$ cat src/rtl/diff_decode_word.sv
// diff_decode_word: integrates a differential base-4 word, D digits per cycle, MSD first.
// Ports: clk; rst (async, active-low); in_valid/in_ready/word_in accept a word;
// out_valid/out_ready/word_out deliver the decoded word; busy is high while in RUN or DONE.
module diff_decode_word #(
  parameter int N = 100,
  parameter int D = 4
) (
  input  logic           clk,
  input  logic           rst,
  input  logic           in_valid,
  output logic           in_ready,
  input  logic [2*N-1:0] word_in,
  output logic           out_valid,
  input  logic           out_ready,
  output logic [2*N-1:0] word_out,
  output logic           busy
);
  localparam int C  = N / D;
  localparam int KW = $clog2(C + 1);
  typedef enum logic [1:0] {IDLE, RUN, DONE} state_t;
  state_t         state;
  logic [2*N-1:0] w, nxt;
  logic [1:0]     acc, p;
  logic [KW-1:0]  k;
  logic [2*D-1:0] chunk;
  // w is shifted left each RUN cycle, so the current chunk is always its top D digits
  always_comb begin
    p = acc;
    chunk = '0;
    for (int j = 0; j < D; j++) begin
      p = p + w[2*N-1-2*j -: 2];
      chunk[2*D-1-2*j -: 2] = p;
    end
  end
  // results shift in from the bottom; after C cycles the first chunk sits at the top
  generate
    if (D == N) begin : g_full
      assign nxt = chunk;
    end else begin : g_part
      assign nxt = {word_out[2*N-2*D-1:0], chunk};
    end
  endgenerate
  always_ff @(posedge clk or negedge rst) begin
    if (!rst) begin
      state     <= IDLE;
      w         <= '0;
      acc       <= '0;
      k         <= '0;
      word_out  <= '0;
      in_ready  <= 1'b1;
      out_valid <= 1'b0;
      busy      <= 1'b0;
    end else begin
      case (state)
        IDLE: if (in_valid) begin
          w        <= word_in;
          acc      <= '0;
          k        <= '0;
          state    <= RUN;
          in_ready <= 1'b0;
          busy     <= 1'b1;
        end
        RUN: begin
          w        <= w << (2*D);
          word_out <= nxt;
          acc      <= p;
          k        <= k + 1'b1;
          if (k == KW'(C - 1)) begin
            state     <= DONE;
            out_valid <= 1'b1;
          end
        end
        DONE: if (out_ready) begin
          state     <= IDLE;
          out_valid <= 1'b0;
          busy      <= 1'b0;
          in_ready  <= 1'b1;
        end
        default: state <= IDLE;
      endcase
    end
  end
endmodule

$ cat config.mk
export PLATFORM = sky130hd
export DESIGN_NAME = diff_decode_word
export DESIGN_NICKNAME = d
export VERILOG_FILES = /design/src/rtl/diff_decode_word.sv
export SDC_FILE = /design/constraint.sdc
export NUM_CORES = 1
export LEC_CHECK = 0
export CAP_MARGIN = 20
export CORE_ASPECT_RATIO = 1.2
export CORE_UTILIZATION = 28
export CTS_BUF_LIST = sky130_fd_sc_hd__clkbuf_16
export DETAILED_ROUTE_END_ITERATION = 12
export REMOVE_ABC_BUFFERS = 1
export SYNTH_ARGS = -nofsm -noshare
export SYNTH_HDL_FRONTEND = slang
export SYNTH_SLANG_ARGS = --single-unit
$ cat constraint.sdc
create_clock -name clk -period 5.15 [get_ports clk]
set_clock_uncertainty 0.05 [all_clocks]
set_input_delay 1.03 -clock clk [delete_from_list [all_inputs] [get_ports clk]]
set_output_delay 1.03 -clock clk [all_outputs]
set_load 0.03 [all_outputs]
==> results.json, run 1 <==
{
  "finish.utilization_pct": 39.0,
  "cpLargestDelayFamily": "buffers and inverters",
  "dp_hpwl_um": 32400,
  "clk_latency_ps": 580,
  "wl_met3_um": 4790,
  "cts-root-buf": "clkbuf_16",
  "period_share_pct": 55.8,
  "routed_via_density": 4.72,
  "p_leak_nw": 10.2,
  "cts_inserted_buffers": 45,
  "antenna_found_initial": 10,
  "critPathArrivalTime_ps": 1790,
  "max_freq_ghz": 0.348,
  "critPathKind": "reg -> out",
  "r2r_slack_ps": 2350,
  "drtIter0Drc": 1028,
  "ctsHoldBuffers": 0,
  "max-vdd-ir-drop_v": 0.000371,
  "highest_layer": "met5",
  "drt_pre_antenna_iters": 5,
  "clk_pin_slew_ps": 60,
  "cp-start-kind": "register",
  "required_ps": 4070,
  "row_count": 97,
  "pin_count": 407,
  "dr_wl_met2_um": 22600,
  "worst_slew_pin_slew_ps": 944,
  "diodes": 0,
  "p_total_mw": 15.4,
  "slew_viol_final": 0,
  "r2r_start": "state[1]",
  "ys_seq_area_share_pct": 61.7,
  "drt-total-wl_um": 49200,
  "cpPeakStageDelay_ps": 670,
  "place_area_mm2": 0.0215,
  "cts_tree": "done",
  "ctsResizeCount": 0,
  "status": "complete, no violations",
  "remaining_drc_errors": 0,
  "syn_avg_cell_area_um2": 9.38,
  "crit_fanout": 3,
  "clock_sinks": 412,
  "synth_cell_type_count": 28,
  "max-clock-path-buffers": 3,
  "initial_core_util_pct": 28.5,
  "postRouteAntennaNets": 0,
  "grt_util_all_layers_pct": 15.9,
  "wl_per_cell_um": 16.7,
  "dieArea_mm2": 0.0606,
  "post_cts_buffers": 0,
  "grt_pass1_wl_um": 77000,
  "globalRouteOverflowTotal": 0,
  "met1_length_um": 20600,
  "slew_headroom_pct": 37.1,
  "area_growth_pct": 36.9,
  "maxCapViolCount": 0,
  "layout_common_cells": "nand2_1, dfrtp_1, clkdlybuf4s50_1, a22oi_1, o21ai_0",
  "fp.coreArea_mm2": 0.0586,
  "synth_area_mm2": 0.0167,
  "dr_total_vias": 13900,
  "fin_area_mm2": 0.0229,
  "worst_setup_path_end_kind": "output pin",
  "gp_congestion": 0.783,
  "h-tree-depth": 2,
  "drive_gt1_share_pct": 4.32,
  "nets": 2329,
  "synthCells": 1781,
  "crit_start": "in_ready",
  "grt_pass1_vias": 13600,
  "die_x_um": 225,
  "port_buffers": 406,
  "layout_commonest_cell": "nand2_1",
  "synth_warnings": 0,
  "period_needed_ps": 2870,
  "critPathBufInv": 1,
  "finalSetupViolations": 0,
  "die_h_um": 270,
  "hold_path_class": "in -> async",
  "n_fill_cell": 5875,
  "ys_ff_latch": 412,
  "final_hold_viol_count": 0,
  "rsz0062_at_grt": "no",
  "crit_slowest_cell": "clkdlybuf4s50_1",
  "powerDensity_mw_per_mm2": 675,
  "grt_max_degree": 176,
  "crit_chain": "clkdlybuf4s50_1"
}
-- final timing paths --
check / to / cells after the start
setup / recovery: in_ready / 1
hold / removal: word_out[110] / 1
setup reg to reg: w[2] / 4
hold reg to reg: word_out[195] / 2
max in group asynchronous: state[1] / 2
min in group clk: word_out[195] / 2
-- cells by family after synthesis --
group           count (synthesis)  synth area share [%]
compound gates                441                  16.4
xor+xnor                        8                 0.629
fa+ha+maj                       6                 0.449
buf+inv                       140                  3.27
flops                         412                  61.7
mux                             1                0.0599
simple gates                  773                  17.5
-- where the power goes --
part	internal, mW	leakage, nW	total (mW)	switching [mW]
Clock	1.69	0.700	3.05	1.36
Sequential	4.63	5.28	5.71	1.08
Combinational	2.65	4.25	6.68	4.03
-- routing by layer --
| layer | GRT usage (%) | vias up |
|---|---|---|
| li1 | - | 6667 |
| met1 | 19.9 | 6669 |
| met2 | 25.4 | 445 |
| met3 | 6.17 | 88 |
| met4 | 4.28 | 20 |
| met5 | 0 | - |
-- cell usage after synthesis --
library cell | instances | area, µm²
nand2_1 | 763 | 2860
dfrtp_1 | 411 | 10300
a22oi_1 | 164 | 1230
o21ai_0 | 141 | 706
clkbuf_1 | 108 | 405
o22ai_1 | 57 | 357
o21ai_1 | 33 | 165
a21oi_1 | 32 | 160
buf_2 | 16 | 80.1
a22o_1 | 10 | 87.6
buf_1 | 10 | 37.5
ha_1 | 6 | 75.1
inv_1 | 5 | 18.8
nor2_1 | 4 | 15.0
o21ai_2 | 3 | 26.3
xnor2_1 | 3 | 26.3
nand3_1 | 2 | 10.0
xnor3_1 | 2 | 45.0
xor2_1 | 2 | 17.5
and4b_1 | 1 | 10.0
dfstp_2 | 1 | 26.3
inv_2 | 1 | 3.75
mux2i_1 | 1 | 10.0
nand2b_1 | 1 | 6.26
nand4_1 | 1 | 6.26
nor2b_1 | 1 | 6.26
o31ai_1 | 1 | 7.51
xnor2_2 | 1 | 16.3
-- sequential cells by signal, indices dropped and copies added (netlist names) --
register,cells
acc,2
busy,1
in_ready,1
k,5
out_valid,1
state,2
w,200
word_out,200
-- final cells by class --
cell class / count / area (µm²) / area share [%]
Clock buffer: 45 / 1130 / 4.92
Clock inverter: 35 / 233 / 1.02
Inverter: 6 / 22.5 / 0.0985
Multi-Input combinational cell: 1229 / 5880 / 25.7
Sequential cell: 412 / 10300 / 45.1
Tap cell: 792 / 991 / 4.33
Timing Repair Buffer: 425 / 4310 / 18.8
-- metrics by stage --
step	hold slack, ps	TNS, ps	setup WS, ps	cells
3_3_place_gp	407	0	2390	2864
6_report	419	0	2280	2944
2_1_floorplan	400	-1916730	-6390	1647
3_5_place_dp	412	0	2350	2864
4_1_cts	409	0	2220	2944
5_1_grt	439	0	2120	2944
Power figures use the tool's default switching activity.
==> run 2, diff against run 1 <==
Clock period 5.15 ns to 2.4 ns, I/O delays scaled along.
==> run 2 against run 1 <==
  * Non-clock buffer count up 36
  * Register-to-register slack got worse by 2100 ps
  * Clock power increased by 100%
  * Design area increased by 1.7%
  * Core utilization rose by 0.65 points
  * Critical endpoint unchanged
  * Largest cell class unchanged
==> results.json, run 2 (synthesis gave the netlist of run 1 again) <==
{
  "antenna_found_initial": 13,
  "crit_chain": "clkdlybuf4s50_1",
  "dp_cells": 2899,
  "dieArea_mm2": 0.0606,
  "slew_headroom_pct": 52.7,
  "period_share_pct": 96.7,
  "required_ps": 1870,
  "port_buffers": 406,
  "grt_pass1_vias": 14100,
  "row_count": 97,
  "pin_count": 407,
  "slew_viol_final": 0,
  "p_leak_nw": 10.4,
  "worst_slew_pin_slew_ps": 707,
  "cts_tree": "done",
  "ctsResizeCount": 0,
  "fp.coreArea_mm2": 0.0586,
  "maxCapViolCount": 0,
  "die_h_um": 270,
  "instances_no_fill": 2979,
  "wl_per_cell_um": 17.0,
  "hold_path_class": "in -> async",
  "layout_common_cells": "nand2_1, dfrtp_1, clkdlybuf4s50_1, a22oi_1, o21ai_0",
  "reg.largest.list": "w x200, word_out x200, k x5",
  "gp_congestion": 0.794,
  "grt_util_all_layers_pct": 16.5,
  "nets": 2364,
  "powerDensity_mw_per_mm2": 1430,
  "clk_latency_ps": 560,
  "cpLargestDelayFamily": "buffers and inverters",
  "fin_area_mm2": 0.0233,
  "rsz0062_at_grt": "no",
  "pre_cts_ws_ps": 232,
  "routed_via_density": 4.75,
  "critPathArrivalTime_ps": 1790,
  "cpPeakStageDelay_ps": 670,
  "worst_setup_path_end_kind": "output pin",
  "finalSetupViolations": 0,
  "n_fill_cell": 5873,
  "critPathKind": "reg -> out",
  "crit_slowest_cell": "clkdlybuf4s50_1",
  "critPathBufInv": 1,
  "drive_gt1_share_pct": 5.45,
  "place_area_mm2": 0.0220,
  "dr_total_vias": 14100,
  "cts_inserted_buffers": 44,
  "final_hold_viol_count": 0,
  "h-tree-depth": 2,
  "remaining_drc_errors": 0,
  "drtIter0Drc": 980,
  "dp_hpwl_um": 35700,
  "die_x_um": 225,
  "clk_pin_slew_ps": 70,
  "status": "complete, no violations",
  "post_cts_buffers": 0,
  "postRouteAntennaNets": 0,
  "period_needed_ps": 2320,
  "layout_commonest_cell": "nand2_1",
  "fin_ws_ps": 78.1,
  "area_growth_pct": 39.2,
  "globalRouteOverflowTotal": 0,
  "clock_sinks": 412,
  "drt_pre_antenna_iters": 6,
  "drt-total-wl_um": 50700,
  "cp-start-kind": "register",
  "max-clock-path-buffers": 3,
  "grt_max_degree": 156,
  "max-vdd-ir-drop_v": 0.000615,
  "grt_pass1_wl_um": 79800,
  "initial_core_util_pct": 28.5,
  "cts-root-buf": "clkbuf_16",
  "max_freq_ghz": 0.431,
  "crit_fanout": 3
}
[run 2: cell types whose count changed in the layout (fill, tap and decap cells not counted), sizes merged]
cell,change
bufinv,-1
dlygate4sd3,+1
clkinv,-2
diode,+2
buf,+35
[run 2: where the power goes]
| group | leakage, nW | internal, mW | switching [mW] |
|---|---|---|---|
| clock | 0.661 | 3.47 | 2.75 |
| sequential | 5.28 | 9.95 | 2.18 |
| combinational | 4.47 | 6.02 | 8.93 |
| total | 10.4 | 19.4 | 13.9 |
[run 2: timing repair]
item,4_1_cts,5_1_grt
endpoints found under the setup margin,0,0
endpoints found under the hold margin,33,0
hold buffers,1,0
[run 2: worst paths after layout]
kind | from | to | slack [ps] | cells past startpoint
worst min-delay path | rst | word_out[186] | 410 | 2
max in group asynchronous | rst | w[115] | 1140 | 3
worst max-delay path | in_ready | in_ready | 80 | 1
worst min register to register | word_out[199] | word_out[199] | 420 | 2
worst max register to register | w[198] | acc[1] | 240 | 7
min in group clk | word_out[199] | word_out[199] | 420 | 2
[run 2: metal layers]
layer,vias to the layer above,routed length (µm),track usage (%)
met1,6846,20600,20.2
met4,22,1030,4.17
met3,78,4890,6.21
met5,-,143,0
li1,6714,-,-
met2,481,24000,27.3
[run 2: stage by stage]
stage	util, %	hold WS (ps)	total power [mW]	TNS (ps)
after detailed placement	37.5	406	27.5	0
after global routing	39.7	404	35.7	0
after floorplan	-	134	20.7	-3046570
final	39.7	408	33.3	0
after CTS	39.7	390	33.8	0
after global placement	37.5	399	27.0	0
[run 2: final cells by class]
| cell class | count | area, µm² | area share, % |
|---|---|---|---|
| Clock buffer | 45 | 1130 | 4.84 |
| Timing Repair Buffer | 461 | 4750 | 20.4 |
| Clock inverter | 32 | 159 | 0.683 |
| Multi-Input combinational cell | 1229 | 5880 | 25.3 |
| Inverter | 6 | 22.5 | 0.0968 |
| Antenna cell | 2 | 5.00 | 0.0215 |
| Sequential cell | 412 | 10300 | 44.4 |
| Tap cell | 792 | 991 | 4.26 |
==> run 3, diff against run 2 <==
Settings changed: ABC_AREA from default to 1, CAP_MARGIN 20 to default.
Clock period 2.4 ns to 2.5 ns, I/O delays scaled along.
==> run 3 against run 2 <==
  * Synthesized cell count rose by 2.3%
  * Wire length down 4.1%
  * Worst hold slack improved by 17 ps
  * Critical path depth is the same
  * Critical endpoint unchanged
  * Combinational power fell by 15%
  * Non-clock buffer count down 7
  * Cell count increased by 2.0%
  * Highest routed layer unchanged
  * Worst setup slack improved by 90 ps
  * Core utilization increased by 0.16 points
  * First-iteration DRC count decreased by 14%
==> results.json, run 3 <==
{
  "status": "complete, no violations",
  "cpLargestDelayFamily": "buffers and inverters",
  "worst_setup_path_end_kind": "output pin",
  "synth_top_cell_by_area": "dfrtp_1",
  "max-clock-path-buffers": 3,
  "critPathKind": "reg -> out",
  "h-tree-depth": 2,
  "grt_pass1_vias": 14000,
  "r2r_slack_ps": 330,
  "fp.coreArea_mm2": 0.0584,
  "drt-total-wl_um": 48600,
  "finalSetupViolations": 0,
  "cts_tree": "done",
  "cpPeakStageDelay_ps": 670,
  "n_fill_cell": 5793,
  "netlist_top_cells_count": "nand2_1, dfrtp_1, a22oi_1, inv_1, buf_2",
  "synth_area_mm2": 0.0166,
  "critPathArrivalTime_ps": 1780,
  "synth_top_area_share_pct": 62.1,
  "worst_slew_pin_slew_ps": 543,
  "dr_total_vias": 13900,
  "final_hold_viol_count": 0,
  "ff_latch_area_mm2": 0.0103,
  "postRouteAntennaNets": 0,
  "synthCells": 1822,
  "critPathBufInv": 1,
  "clock_sinks": 412,
  "instances_no_fill": 3040,
  "nets": 2423,
  "whs_ps": 425,
  "drive_gt1_share_pct": 5.47,
  "wl_per_cell_um": 16.0,
  "synthTopCellsByArea": "dfrtp_1, nand2_1, a22oi_1",
  "grt_max_degree": 88,
  "slew_viol_final": 0,
  "grt_pass1_wl_um": 77300,
  "synth-edff-count": 0,
  "reg.largest.list": "w x200, word_out x200, k x5",
  "synthFlopType": "dfrtp_1",
  "cp-start-kind": "register",
  "grt_util_all_layers_pct": 16.2,
  "drt_pre_antenna_iters": 5,
  "die_x_um": 224,
  "max_freq_ghz": 0.429,
  "powerDensity_mw_per_mm2": 1340,
  "globalRouteOverflowTotal": 0,
  "pin_count": 407,
  "crit_fanout": 2,
  "cts_inserted_buffers": 46,
  "required_ps": 1950,
  "max-vdd-ir-drop_v": 0.000457,
  "period_share_pct": 93.3,
  "ctsResizeCount": 0,
  "synthArstFlopShare_pct": 100,
  "dp_hpwl_um": 34100,
  "period_needed_ps": 2330,
  "row_count": 97,
  "layout_common_cells": "nand2_1, dfrtp_1, clkdlybuf4s50_1, a22oi_1, inv_1",
  "initial_core_util_pct": 28.4,
  "dp_cells": 2956,
  "synth_warnings": 0,
  "drtIter0Drc": 846,
  "ctsHoldBuffers": 1,
  "layout_commonest_cell": "nand2_1",
  "ys_seq_area_share_pct": 62.3,
  "fin_ws_ps": 168,
  "rsz0062_at_grt": "no",
  "slew_headroom_pct": 63.8,
  "hold_path_class": "reg -> reg",
  "clk_pin_slew_ps": 60,
  "clk_latency_ps": 560,
  "finish.utilization_pct": 39.8,
  "routed_via_density": 4.58,
  "gp_congestion": 0.816,
  "synth_cell_type_count": 28,
  "pre_cts_ws_ps": 103,
  "port_buffers": 406,
  "crit_slowest_cell": "clkdlybuf4s50_1",
  "dieArea_mm2": 0.0601,
  "syn_avg_cell_area_um2": 9.09,
  "setup_tns_ps": 0,
  "multi_input_area_mm2": 0.00547,
  "cts-root-buf": "clkbuf_16",
  "crit_chain": "clkdlybuf4s50_1",
  "p_leak_nw": 11.0,
  "synth.most_common_cell": "nand2_1",
  "die_h_um": 268,
  "post_cts_buffers": 0,
  "remaining_drc_errors": 0,
  "antenna_found_initial": 6,
  "ys_ff_latch": 412,
  "diodes": 0,
  "area_growth_pct": 40.4,
  "maxCapViolCount": 0
}
[run 3: cell types whose count changed in the layout (fill, tap and decap cells not counted), sizes merged, moves of 4 or more]
cell    delta
o22ai     -38
a22o      -10
nand3     +33
inv       +64
buf        -8
a22oi     -58
nor2      +17
bufinv     +5
a21oi     -15
o21ai    -124
clkbuf     +4
nand2    +152
o211ai    +44
[run 3: path summary, 6_finish.rpt]
path | start | end | cells after the start
setup / recovery | in_ready | in_ready | 1
setup reg to reg | w[198] | acc[1] | 9
max in group asynchronous | rst | word_out[185] | 3
hold / removal | acc[0] | acc[0] | 2
hold reg to reg | acc[0] | acc[0] | 2
min in group asynchronous | rst | word_out[50] | 2
[run 3: layer usage]
metal,up-vias,GRT usage [%],part of all wire [%]
met5,-,0,0.19
met1,6676,21.6,44
met3,83,3.91,7.5
met4,12,4.35,2.1
met2,508,26.3,47
li1,6630,-,-
[run 3: cells by family after synthesis]
| logic type | Yosys count | share of synthesized area, % |
|---|---|---|
| fa+ha+maj | 6 | 0.453 |
| compound gates | 246 | 9.97 |
| flops | 412 | 62.3 |
| buf+inv | 182 | 4.69 |
| simple gates | 972 | 22.4 |
| xor+xnor | 4 | 0.212 |
[run 3: area by class of cell]
| cell class | count | area share, % |
|---|---|---|
| clock buffers | 49 | 5.27 |
| clock inverters | 34 | 1.37 |
| inverters | 71 | 1.20 |
| multi-input cells | 1228 | 23.5 |
| flip-flops and latches | 412 | 44.3 |
| well taps | 792 | 4.26 |
| repair buffers | 454 | 20.0 |
[run 3: stage by stage]
step                power, mW  area [µm²]
CTS                      31.6       23300
detailed placement       24.5       21700
floorplan                20.0       16000
finish                   31.1       23300
global route             33.3       23300
global placement         24.1       21700
[run 3: power by group]
part / internal (mW) / switching, mW / leakage, nW
Sequential: 9.57 / 1.93 / 5.21
Combinational: 5.02 / 7.64 / 5.00
Clock: 4.15 / 2.76 / 0.783
[run 3: worst min-delay path, delay by kind of cell (launching register included)]
family,cells,cell delay [ps]
flops,1,340
simple gates,2,100
==> variant, RTL diff (settings of run 2) <==
The 3 states of `state_t` get a one-hot encoding in 3 bits.
--- a/src/rtl/diff_decode_word.sv
+++ b/src/rtl/diff_decode_word.sv
@@ -17,7 +17,7 @@
 );
   localparam int C  = N / D;
   localparam int KW = $clog2(C + 1);
-  typedef enum logic [1:0] {IDLE, RUN, DONE} state_t;
+  typedef enum logic [2:0] {IDLE = 3'b001, RUN = 3'b010, DONE = 3'b100} state_t;
   state_t         state;
   logic [2*N-1:0] w, nxt;
   logic [1:0]     acc, p;
Check against the original RTL: no difference found for any inputs over 10 cycles, from zero or initial values and one cycle with rst low; not proved beyond that.
==> variant against run 2 <==
Design area down 1.0%; setup slack better by 22 ps; combinational power fell by 36%; routed wire length fell by 5.8%; critical path depth unchanged; total power shrank 18%; highest routed layer unchanged; largest cell class unchanged; area after synthesis fell by 2.7%; sequential cell count up 1; count of clock-buffer cells in the layout up 4.
==> variant: results (changes against run 2) <==
stage;metric;value;unit;change
place;DP Cell Count;2875;;was 2899
power;VDD IR max;0.621;mV;was 0.615 mV
run_status;status;completed;;unchanged
logic_synthesis;synthesized instance count;1787;;was 1781
place;routability cong.;0.814;;was 0.794
logic_synthesis;mux cell area share after synthesis;0;;was 0.000599
drt;Iter 0 DRT Violations;802;;was 980
global_routing;largest net degree at the start of global routing;122;;was 156
drt;Total Routed Length;47.8;mm;was 50.7 mm
place;Placed Area;21600;sq um;was 22000 sq um
finish;Register Area;10300;sq um;about the same
timing;Slew HR;0.590;;was 0.527
place;Post-Place Setup Slack;235;ps;was 232 ps
logic_synthesis;compound-gate portion of the synthesized area;0.0805;;was 0.164
drt;first-pass iteration count of the detailed router;5;;was 6
finish;Layout Cells excl Fill;2958;;was 2979
global_routing;initial antenna violation count;6;;was 13
finish;layout cells sized above 1;0.0603;;was 0.0545
global_routing;wire length of the first global-routing pass;75.7;mm;was 79.8 mm
logic_synthesis;Post-synth top cells;nand2_1 (618), dfrtp_1 (411), nor2_1 (389), o22ai_1 (193), clkbuf_1 (49);;was nand2_1 (763), dfrtp_1 (411), a22oi_1 (164), o21ai_0 (141), clkbuf_1 (108)
worst_setup_path;crit path DAT;1770;ps;was 1790 ps
logic_synthesis;sequential fraction of the synthesis area;0.636;;was 0.617
clocking;cts bufs inserted;46;;was 44
finish;Fill cells;5654;;was 5873
power;leakage power;10.6;nW;was 10.4 nW
logic_synthesis;top cells by area, synth;dfrtp_1 (63%), nand2_1 (14%), nor2_1 (9.0%);;was dfrtp_1 (62%), nand2_1 (17%), a22oi_1 (7.4%)
place;Detail Placement HPWL;33.8;mm;was 35.7 mm
timing;Peak Freq;0.435;GHz;was 0.431 GHz
clocking;clk_lat worst skew;560;ps;about the same
logic_synthesis;Adder-Cell Fraction of Synth Area;0.00462;;was 0.00449
logic_synthesis;Post-Synth XOR/XNOR Area;0.00592;;was 0.00629
-- variant: timing repair --
item,in CTS,in global routing
gates resized for setup,0,0
endpoints found under the hold margin,31,0
hold buffers,1,0
setup endpoints to repair,0,0
setup buffers,0,0
-- variant: final cells by class --
cell class	instances	share of cell area
multi-input combinational	1254	0.237
clock buffer	49	0.0533
antenna	2	0.000217
sequential	413	0.449
tap	735	0.0400
timing repair buffer	470	0.211
inverter	4	0.000652
clock inverter	31	0.00864
-- variant: layer usage --
| layer | share of wire | wire, um | GRT usage | up-vias |
|---|---|---|---|---|
| met1 | 0.41 | 19500 | 0.190 | 6488 |
| met2 | 0.48 | 23000 | 0.274 | 430 |
| met3 | 0.091 | 4370 | 0.0613 | 67 |
| met4 | 0.018 | 874 | 0.0411 | 8 |
| li1 | - | - | - | 6597 |
| met5 | 0.00094 | 45 | 0 | - |
-- variant: power by group --
part           switching [mW]  total, mW  leakage (nW)  internal, mW
clock network            2.83       6.70         0.726          3.87
registers                1.54       10.8          5.12          9.26
logic                    5.68       9.65          4.75          3.97
total                    10.1       27.2          10.6          17.1
-- variant: cell families (layout without fill, tap and decap cells) --
logic type      count (synthesis)  in the layout
simple gates                 1029           1029
flops                         413            413
compound gates                212            212
buf+inv                       120            554
xor+xnor                        7              7
fa+ha+maj                       6              6
other cells                     0              2
-- variant: worst min-delay path by stage --
stage / slack (ps) / from / to / depth (start not counted)
finish: 360 / rst / word_out[180]$_DFFE_PN0P_ / 2
global route: 350 / rst / word_out[180]$_DFFE_PN0P_ / 2
CTS: 330 / rst / word_out[172]$_DFFE_PN0P_ / 2
detailed placement: 350 / rst / word_out[172]$_DFFE_PN0P_ / 1
global placement: 350 / rst / word_out[172]$_DFFE_PN0P_ / 1
floorplan: 130 / rst / acc[0]$_DFFE_PN0P_ / 0
